==> src/rtl/dmem_pkg.sv <==
// Shared types and helpers for the data-memory arbiter: FSM states,
// byte-enable constants and the sub-word merge used by read-modify-write stores.
package dmem_pkg;

  typedef enum logic [1:0] {
    IDLE = 2'd0,
    ACC  = 2'd1,
    MWR  = 2'd2,
    DONE = 2'd3
  } state_e;

  localparam logic [3:0] BE_FULL = 4'hF;
  localparam logic [3:0] BE_NONE = 4'h0;

  // Lane-wise merge: enabled lanes take the new byte, the rest keep the old one.
  function automatic logic [31:0] be_merge(input logic [31:0] old_word,
                                           input logic [31:0] new_word,
                                           input logic [3:0]  be);
    logic [31:0] merged;
    merged = old_word;
    for (int i = 0; i < 4; i++) begin
      if (be[i]) merged[8*i +: 8] = new_word[8*i +: 8];
    end
    return merged;
  endfunction

  function automatic logic be_partial(input logic [3:0] be);
    return (be != BE_FULL) && (be != BE_NONE);
  endfunction

endpackage

==> src/rtl/dmem_arbiter_rr_arb2.sv <==
// Two-way round-robin arbiter: a lone requester always wins; on a tie the
// requester that was not granted last time wins.
module rr_arb2 (
  input  logic [1:0] req_i,
  input  logic       advance_i,
  input  logic       rr_last_i,
  output logic [1:0] gnt_o
);

  always_comb begin
    gnt_o = 2'b00;
    if (advance_i) begin
      unique case (req_i)
        2'b01:   gnt_o = 2'b01;
        2'b10:   gnt_o = 2'b10;
        2'b11:   gnt_o = rr_last_i ? 2'b01 : 2'b10;
        default: gnt_o = 2'b00;
      endcase
    end
  end

endmodule

==> src/rtl/dmem_arbiter.sv <==
// Shares one single-port 32-bit data RAM between the LSU (m0) and the debug
// loader (m1); sub-word stores are executed as read-modify-write.
module dmem_arbiter
  import dmem_pkg::*;
#(
  parameter int   AW       = 9,
  parameter logic RR_RESET = 1'b1
) (
  input  logic          clk,
  input  logic          reset_i,

  input  logic          m0_req_i,
  input  logic          m0_we_i,
  input  logic [31:0]   m0_addr_i,
  input  logic [31:0]   m0_wdata_i,
  input  logic [3:0]    m0_be_i,
  output logic          m0_gnt_o,
  output logic          m0_rvalid_o,
  output logic [31:0]   m0_rdata_o,

  input  logic          m1_req_i,
  input  logic          m1_we_i,
  input  logic [31:0]   m1_addr_i,
  input  logic [31:0]   m1_wdata_i,
  input  logic [3:0]    m1_be_i,
  output logic          m1_gnt_o,
  output logic          m1_rvalid_o,
  output logic [31:0]   m1_rdata_o,

  output logic [AW-1:0] ram_addr_o,
  output logic [31:0]   ram_data_o,
  output logic          ram_we_o,
  input  logic [31:0]   ram_data_i
);

  state_e        state_q, state_d;
  logic [1:0]    gnt;
  logic          grant_any;
  logic          grant_id;

  logic          id_q;
  logic          we_q;
  logic [AW-1:0] addr_q;
  logic [31:0]   wdata_q;
  logic [3:0]    be_q;
  logic [31:0]   rdata_q;
  logic [31:0]   ram_data_q;
  logic          rr_last_q;

  logic          sel_we;
  logic [31:0]   sel_addr;
  logic [31:0]   sel_wdata;
  logic [3:0]    sel_be;
  logic          partial_q;
  logic          rv0, rv1;

  // Only bits [AW+1:2] form the word index; the rest are intentionally dropped.
  logic unused_addr_bits;
  assign unused_addr_bits = ^{m0_addr_i[31:AW+2], m0_addr_i[1:0],
                              m1_addr_i[31:AW+2], m1_addr_i[1:0]};

  rr_arb2 u_rr_arb2 (
    .req_i     ({m1_req_i, m0_req_i}),
    .advance_i ((state_q == IDLE) && !reset_i),
    .rr_last_i (rr_last_q),
    .gnt_o     (gnt)
  );

  assign grant_any = |gnt;
  assign grant_id  = gnt[1];

  assign sel_we    = grant_id ? m1_we_i    : m0_we_i;
  assign sel_addr  = grant_id ? m1_addr_i  : m0_addr_i;
  assign sel_wdata = grant_id ? m1_wdata_i : m0_wdata_i;
  assign sel_be    = grant_id ? m1_be_i    : m0_be_i;
  assign partial_q = we_q && be_partial(be_q);

  // State register
  always_ff @(posedge clk) begin
    if (reset_i) state_q <= IDLE;
    else         state_q <= state_d;
  end

  // Next-state logic
  always_comb begin
    state_d = state_q;
    unique case (state_q)
      IDLE:    if (grant_any) state_d = ACC;
      ACC:     state_d = partial_q ? MWR : DONE;
      MWR:     state_d = DONE;
      DONE:    state_d = IDLE;
      default: state_d = IDLE;
    endcase
  end

  // Transaction latches; ram_data_q doubles as the RAM write-data register so
  // the RAM data bus holds its last value while idle.
  always_ff @(posedge clk) begin
    if (reset_i) begin
      id_q       <= 1'b0;
      we_q       <= 1'b0;
      addr_q     <= '0;
      wdata_q    <= '0;
      be_q       <= BE_NONE;
      rdata_q    <= '0;
      ram_data_q <= '0;
      rr_last_q  <= RR_RESET;
    end else begin
      if (grant_any) begin
        id_q      <= grant_id;
        we_q      <= sel_we;
        addr_q    <= sel_addr[AW+1:2];
        wdata_q   <= sel_wdata;
        be_q      <= sel_be;
        rr_last_q <= grant_id;
        if (sel_we) ram_data_q <= sel_wdata;
      end
      if (state_q == ACC) begin
        if (!we_q || partial_q) rdata_q <= ram_data_i;
        if (partial_q) ram_data_q <= be_merge(ram_data_i, wdata_q, be_q);
      end
    end
  end

  // Output logic
  always_comb begin
    ram_we_o = 1'b0;
    rv0      = 1'b0;
    rv1      = 1'b0;
    unique case (state_q)
      ACC:     ram_we_o = we_q && (be_q == BE_FULL);
      MWR:     ram_we_o = 1'b1;
      DONE:    begin
        rv0 = !id_q;
        rv1 = id_q;
      end
      default: ;
    endcase
    if (reset_i) begin
      ram_we_o = 1'b0;
      rv0      = 1'b0;
      rv1      = 1'b0;
    end
  end

  assign m0_gnt_o    = gnt[0];
  assign m1_gnt_o    = gnt[1];
  assign m0_rvalid_o = rv0;
  assign m1_rvalid_o = rv1;
  assign m0_rdata_o  = (rv0 && !we_q) ? rdata_q : 32'h0;
  assign m1_rdata_o  = (rv1 && !we_q) ? rdata_q : 32'h0;
  assign ram_addr_o  = addr_q;
  assign ram_data_o  = ram_data_q;

endmodule

==> config.mk <==
export PLATFORM = sky130hd
export DESIGN_NAME = dmem_arbiter
export DESIGN_NICKNAME = d
export VERILOG_FILES = /design/src/rtl/dmem_pkg.sv /design/src/rtl/dmem_arbiter_rr_arb2.sv /design/src/rtl/dmem_arbiter.sv
export SDC_FILE = /design/constraint.sdc
export NUM_CORES = 1
export LEC_CHECK = 0
export CELL_PAD_IN_SITES_DETAIL_PLACEMENT = 2
export CELL_PAD_IN_SITES_GLOBAL_PLACEMENT = 2
export CORE_UTILIZATION = 24
export CTS_CLUSTER_SIZE = 12
export DETAILED_ROUTE_END_ITERATION = 8
export HOLD_SLACK_MARGIN = 0.12
export PLACE_DENSITY_LB_ADDON = 0.12
export RECOVER_POWER = 50
export SLEW_MARGIN = 10
export SYNTH_ARGS = -nofsm -noshare
export SYNTH_HDL_FRONTEND = slang
export SYNTH_SLANG_ARGS = --single-unit
==> constraint.sdc <==
create_clock -name clk -period 8.07 [get_ports clk]
set_input_delay 2.421 -clock clk [delete_from_list [all_inputs] [get_ports clk]]
set_output_delay 2.421 -clock clk [all_outputs]
set_load 0.03 [all_outputs]
=== Yosys cells after proc, flatten, opt, wreduce, memory -nomap -nowiden ===
Index checks and enable logic that the tools add are counted.

* Bits in registers: 114
* Latch bits: 0
* Memory bits (writable): 0
* Bits in read-only memories: 0
* Input port bits: 174
* Output and inout bits: 110
* Logic and storage cells: 58
* Memories: 0

* $add $sub $neg: 0
* Multipliers: 0
* Div/mod/pow operators: 0
* Order comparisons: 0
* Equal/unequal tests: 9
* Shift-type cells: 0
* Mux-type cells: 26
* Bitwise gates (word level): 0
* Reductions and logical operators: 14

{| class="wikitable"
|+ Operators by type and width
! kind !! count
|-
| $mux 32 || 7
|-
| $mux 8 || 4
|-
| $mux 11 || 1
|-
| $eq 2x2->1 const B || 4
|-
| $pmux 2 s4 || 1
|-
| $mux 1 || 7
|-
| $logic_and 1x1->1 || 6
|-
| $mux 2 || 3
|-
| $pmux 2 s3 || 1
|-
| $eq 2x1->1 const B || 2
|-
| $eq 4x4->1 const B || 1
|-
| $mux 4 || 1
|-
| $ne 4x4->1 const B || 1
|-
| $reduce_bool 4->1 || 1
|-
| $logic_not 1->1 || 3
|-
| $logic_not 2->1 || 1
|-
| $ne 2x2->1 const B || 1
|-
| $pmux 1 s2 || 1
|-
| $reduce_and 2->1 || 1
|-
| $reduce_or 2->1 || 1
|-
| $logic_or 1x1->1 || 1
|}

=== Longest topological paths before layout ===
* Depth after elaboration: 8
* Gate-level depth with buffers: 10
* Depth with buffers taken out: 6

=== By module ===
A second synthesis with hierarchy kept.

* Cells, all modules: 728
* Area, all modules: 6596.3 um^2

{| class="wikitable"
|+ Modules (own cells, without submodules)
! module !! instances !! cells an instance !! area an instance (um^2) !! sequential area each (um^2)
|-
| dmem_arbiter || 1 || 723 || 6575.1 || 2282.2
|-
| rr_arb2 || 1 || 5 || 21.3 || 0.0
|}

=== Worst setup path before layout ===
Ideal clock, no wire load.

* Kind: input port to output port
* From: input port reset_i
* To: output port m0_rdata_o[10]
* Arrival: 4.217 ns
* Data required time: 5.649 ns
* Setup slack: 1.432 ns
* Cell stages on the path: 5
* Buffers on the path: 2
* Cells stage by stage: buf_2 > nor3b_1 > nor2b_1 > clkbuf_1 > and2_1

* Cells in the longest elaborated chain, start to end: 3

{| class="wikitable"
|+ RTL lines
! element !! line !! text
|-
| from (decl) || dmem_arbiter.sv:10 || <nowiki>input logic reset_i,</nowiki>
|-
| $mux 1 || dmem_arbiter.sv:139 || <nowiki>if (reset_i) begin</nowiki>
|-
| net m0_rvalid_o || dmem_arbiter.sv:18 || <nowiki>output logic m0_rvalid_o,</nowiki>
|-
| $logic_and 1x1->1 || dmem_arbiter.sv:150 || <nowiki>assign m0_rdata_o = (rv0 && !we_q) ? rdata_q : 32'h0;</nowiki>
|-
| $mux 32 || dmem_arbiter.sv:150 ||
|-
| to (decl) || dmem_arbiter.sv:19 || <nowiki>output logic [31:0] m0_rdata_o,</nowiki>
|}

The timed path passes the listed nets, and every way through them passes these cells.

=== Worst setup path in the final report ===
* From: input port reset_i
* To: output port m0_gnt_o

* Cells in the longest elaborated chain, start to end: 3

{| class="wikitable"
|+ RTL lines
! element !! line !! text
|-
| $logic_not 1->1 || dmem_arbiter.sv:64 || <nowiki>.advance_i ((state_q == IDLE) && !reset_i),</nowiki>
|-
| $logic_and 1x1->1 || dmem_arbiter.sv:64 ||
|-
| $mux 2 || dmem_arbiter_rr_arb2.sv:12 || <nowiki>if (advance_i) begin</nowiki>
|-
| to (decl) || dmem_arbiter.sv:17 || <nowiki>output logic m0_gnt_o,</nowiki>
|}

No other way between the ends.

==> results.md <==
- Max cap viols: 2
- Syn Area/Cell: slightly above 9 sq um
- Fraction of registers with async set/reset: 0%
- Number of antenna violations at the first check in global routing: 0
- Hold Violations, Final: 0
- Hold path depth: 1
- Placed cells: 1142
- CTS sink count: around 110
- H-tree depth: 4
- Syn Inst Count: 635
- Core region area: 23470 sq um
- Final Skew: roughly 8.6 ps
- Drt first pass iters: 4
- DRC errors left: 0
- EDFF count, synth: 0
- Die height: around 160 um
- Global route overflow: 0
- Post-CTS resize count: 0
- Layout area overhead: 55.64%
- Layout cell share with drive strength beyond 1: 7.719%
- Status: finished with violations
- Slew margin rel.: -120.9%
- Root buffer cell: clkbuf_16
- Wire length per cell: approximately 20 um
- CTS tree: yes
- Nets: 1021
- Reg2reg setup slack: between 2000 and 3000 ps
- Vias: 5641
- Measured slew at the worst slew-check pin: around 3300 ps
- R2R cell count: 9
- Fin Setup TNS: 0 ps
- CP Class: in -> out
- Num rows: 56
- Final instance area: between 8000 and 9000 sq um
- IO Port Bufs: roughly 240
- Max Clock Freq: approximately 0.14 GHz
- I/O pins: 284
- WP data required: 5650 ps
- Routability cong.: 0.7243
- Initial core utilization: between 20 and 25%
- Hold path start: ram_data_o[18]$_SDFF_PP0_
- Unrepaired setup endpoints after global routing: false
- Startpoint types: input port
- Arr. time, crit path: approximately 4800 ps
- Inserted Clock Buffers: 17
- Mapped Nets: just over 800
- Peak supply drop: around 0.12 mV
- Reg2reg end: ram_data_o[11]$_SDFF_PP0_
- Fin cells: between 1000 and 1500
- Reg2reg start: state_q[0]$_SDFFE_PP0P_
- Number of synthesized register bits: between 100 and 150
- Antenna viol nets, final: 0
- Max Slew Vio Count: ~110
- HP Class: reg -> reg
- Critical path endpoint category: primary output
- Ys Warns: 0
- Largest net degree at the start of global routing: 67
- HPWL Detailed: 16.07 mm
- Routed wire length: 23.64 mm
- Violated checks: capacitance limit, slew limit
- Vias in the first global route: approximately 6300
- Worst Hold End: ram_data_o[18]$_SDFF_PP0_
- Setup-failing EPs final: 0
- Period Utilization, post-route: about nine tenths
- Predominant post-synthesis flop cell: dfxtp_1
- Via/cell ratio: 4.801
- Worst skew pair latency: 420 ps
- PwrDens: 264.5 nW/um^2
- Postcts setup bufs: 0
- Total track usage: between 10% and 20%
- First-pass GRT wire length: 36.32 mm
- Sequential cell area fraction in the yosys report: 39.64%
- DRT iter0 DRCs: 159
- Post-CTS Hold Fix Bufs: 0
- Die area: 24610 sq um
- Post-synthesis cell type count: 43
- Crit path time final: a little over 7000 ps
- P_leak: approximately 3.7 nW
- Area post-placement: between 8000 and 9000 sq um
- Clk pin slew, worst setup/hold paths: approximately 50 ps
- CP Max Fanout: 55
- Synth Cell Area: around 5800 sq um
- Clock buffer depth: 2
- Die Span X: 156.9 um
==> synthesized netlist by cell type (2+ instances only) <==
| cell type | n | area share (%) |
|---|---|---|
| dfxtp_1 | 114 | 40 |
| and2_1 | 64 | 7.0 |
| nor2_1 | 48 | 3.1 |
| nand3_1 | 47 | 4.1 |
| a21oi_1 | 37 | 3.2 |
| clkbuf_1 | 33 | 2.2 |
| mux2i_1 | 32 | 5.6 |
| o211a_1 | 32 | 5.6 |
| a221o_1 | 31 | 5.4 |
| nand2b_1 | 31 | 3.4 |
| o21ai_0 | 31 | 2.7 |
| buf_2 | 20 | 1.7 |
| mux2_2 | 20 | 3.9 |
| nand2_1 | 19 | 1.2 |
| a311oi_1 | 14 | 2.1 |
| mux2_1 | 11 | 2.2 |
| o21ai_1 | 7 | 0.61 |
| ha_1 | 5 | 1.1 |
| inv_1 | 5 | 0.33 |
| nor2b_1 | 4 | 0.43 |
| buf_1 | 3 | 0.20 |
| and3_1 | 2 | 0.22 |
| buf_4 | 2 | 0.26 |
| buf_6 | 2 | 0.39 |
| mux2_4 | 2 | 0.52 |
| or4_1 | 2 | 0.26 |
==> metrics by stage <==
step           hold slack (ps)  total power, mW  setup slack (ps)  util [%]
3_5_place_dp             476.9            1.630             851.6     35.68
3_3_place_gp             455.7            1.578             931.2     35.68
4_1_cts                  490.3            2.419             847.2     38.21
5_1_grt                  496.8            2.505             528.9     38.16
2_1_floorplan            445.1            1.301              1432         -
6_report                 477.0            2.370             861.8     38.17
==> layout make-up <==
class                      instances  area (sq um)
fill                            2567         14510
tap                              319         399.1
clock inverter                    13         162.7
clock buffer                      19         432.9
sequential                       114          2282
inverter                           6         22.52
antenna                            1         2.502
timing repair buffer             248          2435
multi-input combinational        455          3223
==> critical path: stages <==
cell	delay [ps]
clkbuf_1	110
buf_4	330
nor2b_1	180
clkbuf_1	710
nand2_1	120
a21oi_1	180
clkdlybuf4s50_1	710
==> sequential cells by signal, indices dropped and copies added (netlist names), 2 cells and up <==
signal / count
rdata_q: 32
ram_addr_o: 9
be_q: 4
wdata_q: 32
ram_data_o: 32
state_q: 2
==> per-layer routing <==
layer	vias up	track usage, %	share of wire (%)
met5	-	0	0
met2	147	35.39	51
met3	13	4.265	4.7
li1	2697	-	-
met4	0	6.349	0.97
met1	2784	22.83	43
==> logic make-up after synthesis <==
| family | Yosys count | synth area share (%) |
|---|---|---|
| buffers and inverters | 66 | 5.129 |
| flip-flops | 114 | 39.64 |
| AO/OA/AOI/OAI | 159 | 20.82 |
| AND/OR/NAND/NOR | 226 | 21.17 |
| adder cells (fa/ha/maj) | 5 | 1.087 |
| multiplexers | 65 | 12.15 |
==> worst max path at each step <==
stage / slack, ps / cells after the start / from / endpoint
after floorplan: 1430 / 5 / reset_i / m0_rdata_o[10]
after global placement: 930 / 6 / reset_i / m1_rdata_o[31]
after detailed placement: 850 / 6 / reset_i / m1_rdata_o[31]
after CTS: 850 / 6 / reset_i / m1_rdata_o[31]
after global routing: 530 / 9 / reset_i / ram_data_o[1]$_SDFF_PP0_
final: 860 / 7 / reset_i / m0_gnt_o
==> where the power goes <==
| group | leakage (nW) | switching [mW] | total [mW] | internal (mW) |
|---|---|---|---|---|
| clock | 0.283 | 0.287 | 0.772 | 0.485 |
| combinational | 2.44 | 0.447 | 0.780 | 0.332 |
| sequential | 0.934 | 0.118 | 0.819 | 0.700 |
==> placed cells by master, fill, tap and decap left out, types with 17 or more instances in the layout <==
master           instances
a21oi_1                 37
dfxtp_1                114
clkdlybuf4s50_1        193
o21ai_0                 31
nand2_1                 19
dlygate4sd3_1           42
clkbuf_16               17
o211a_1                 32
nand2b_1                31
a221o_1                 31
nand3_1                 47
mux2_1                  20
mux2i_1                 32
nor2_1                  48
and2_1                  64
(Power assumes the default switching activity.)
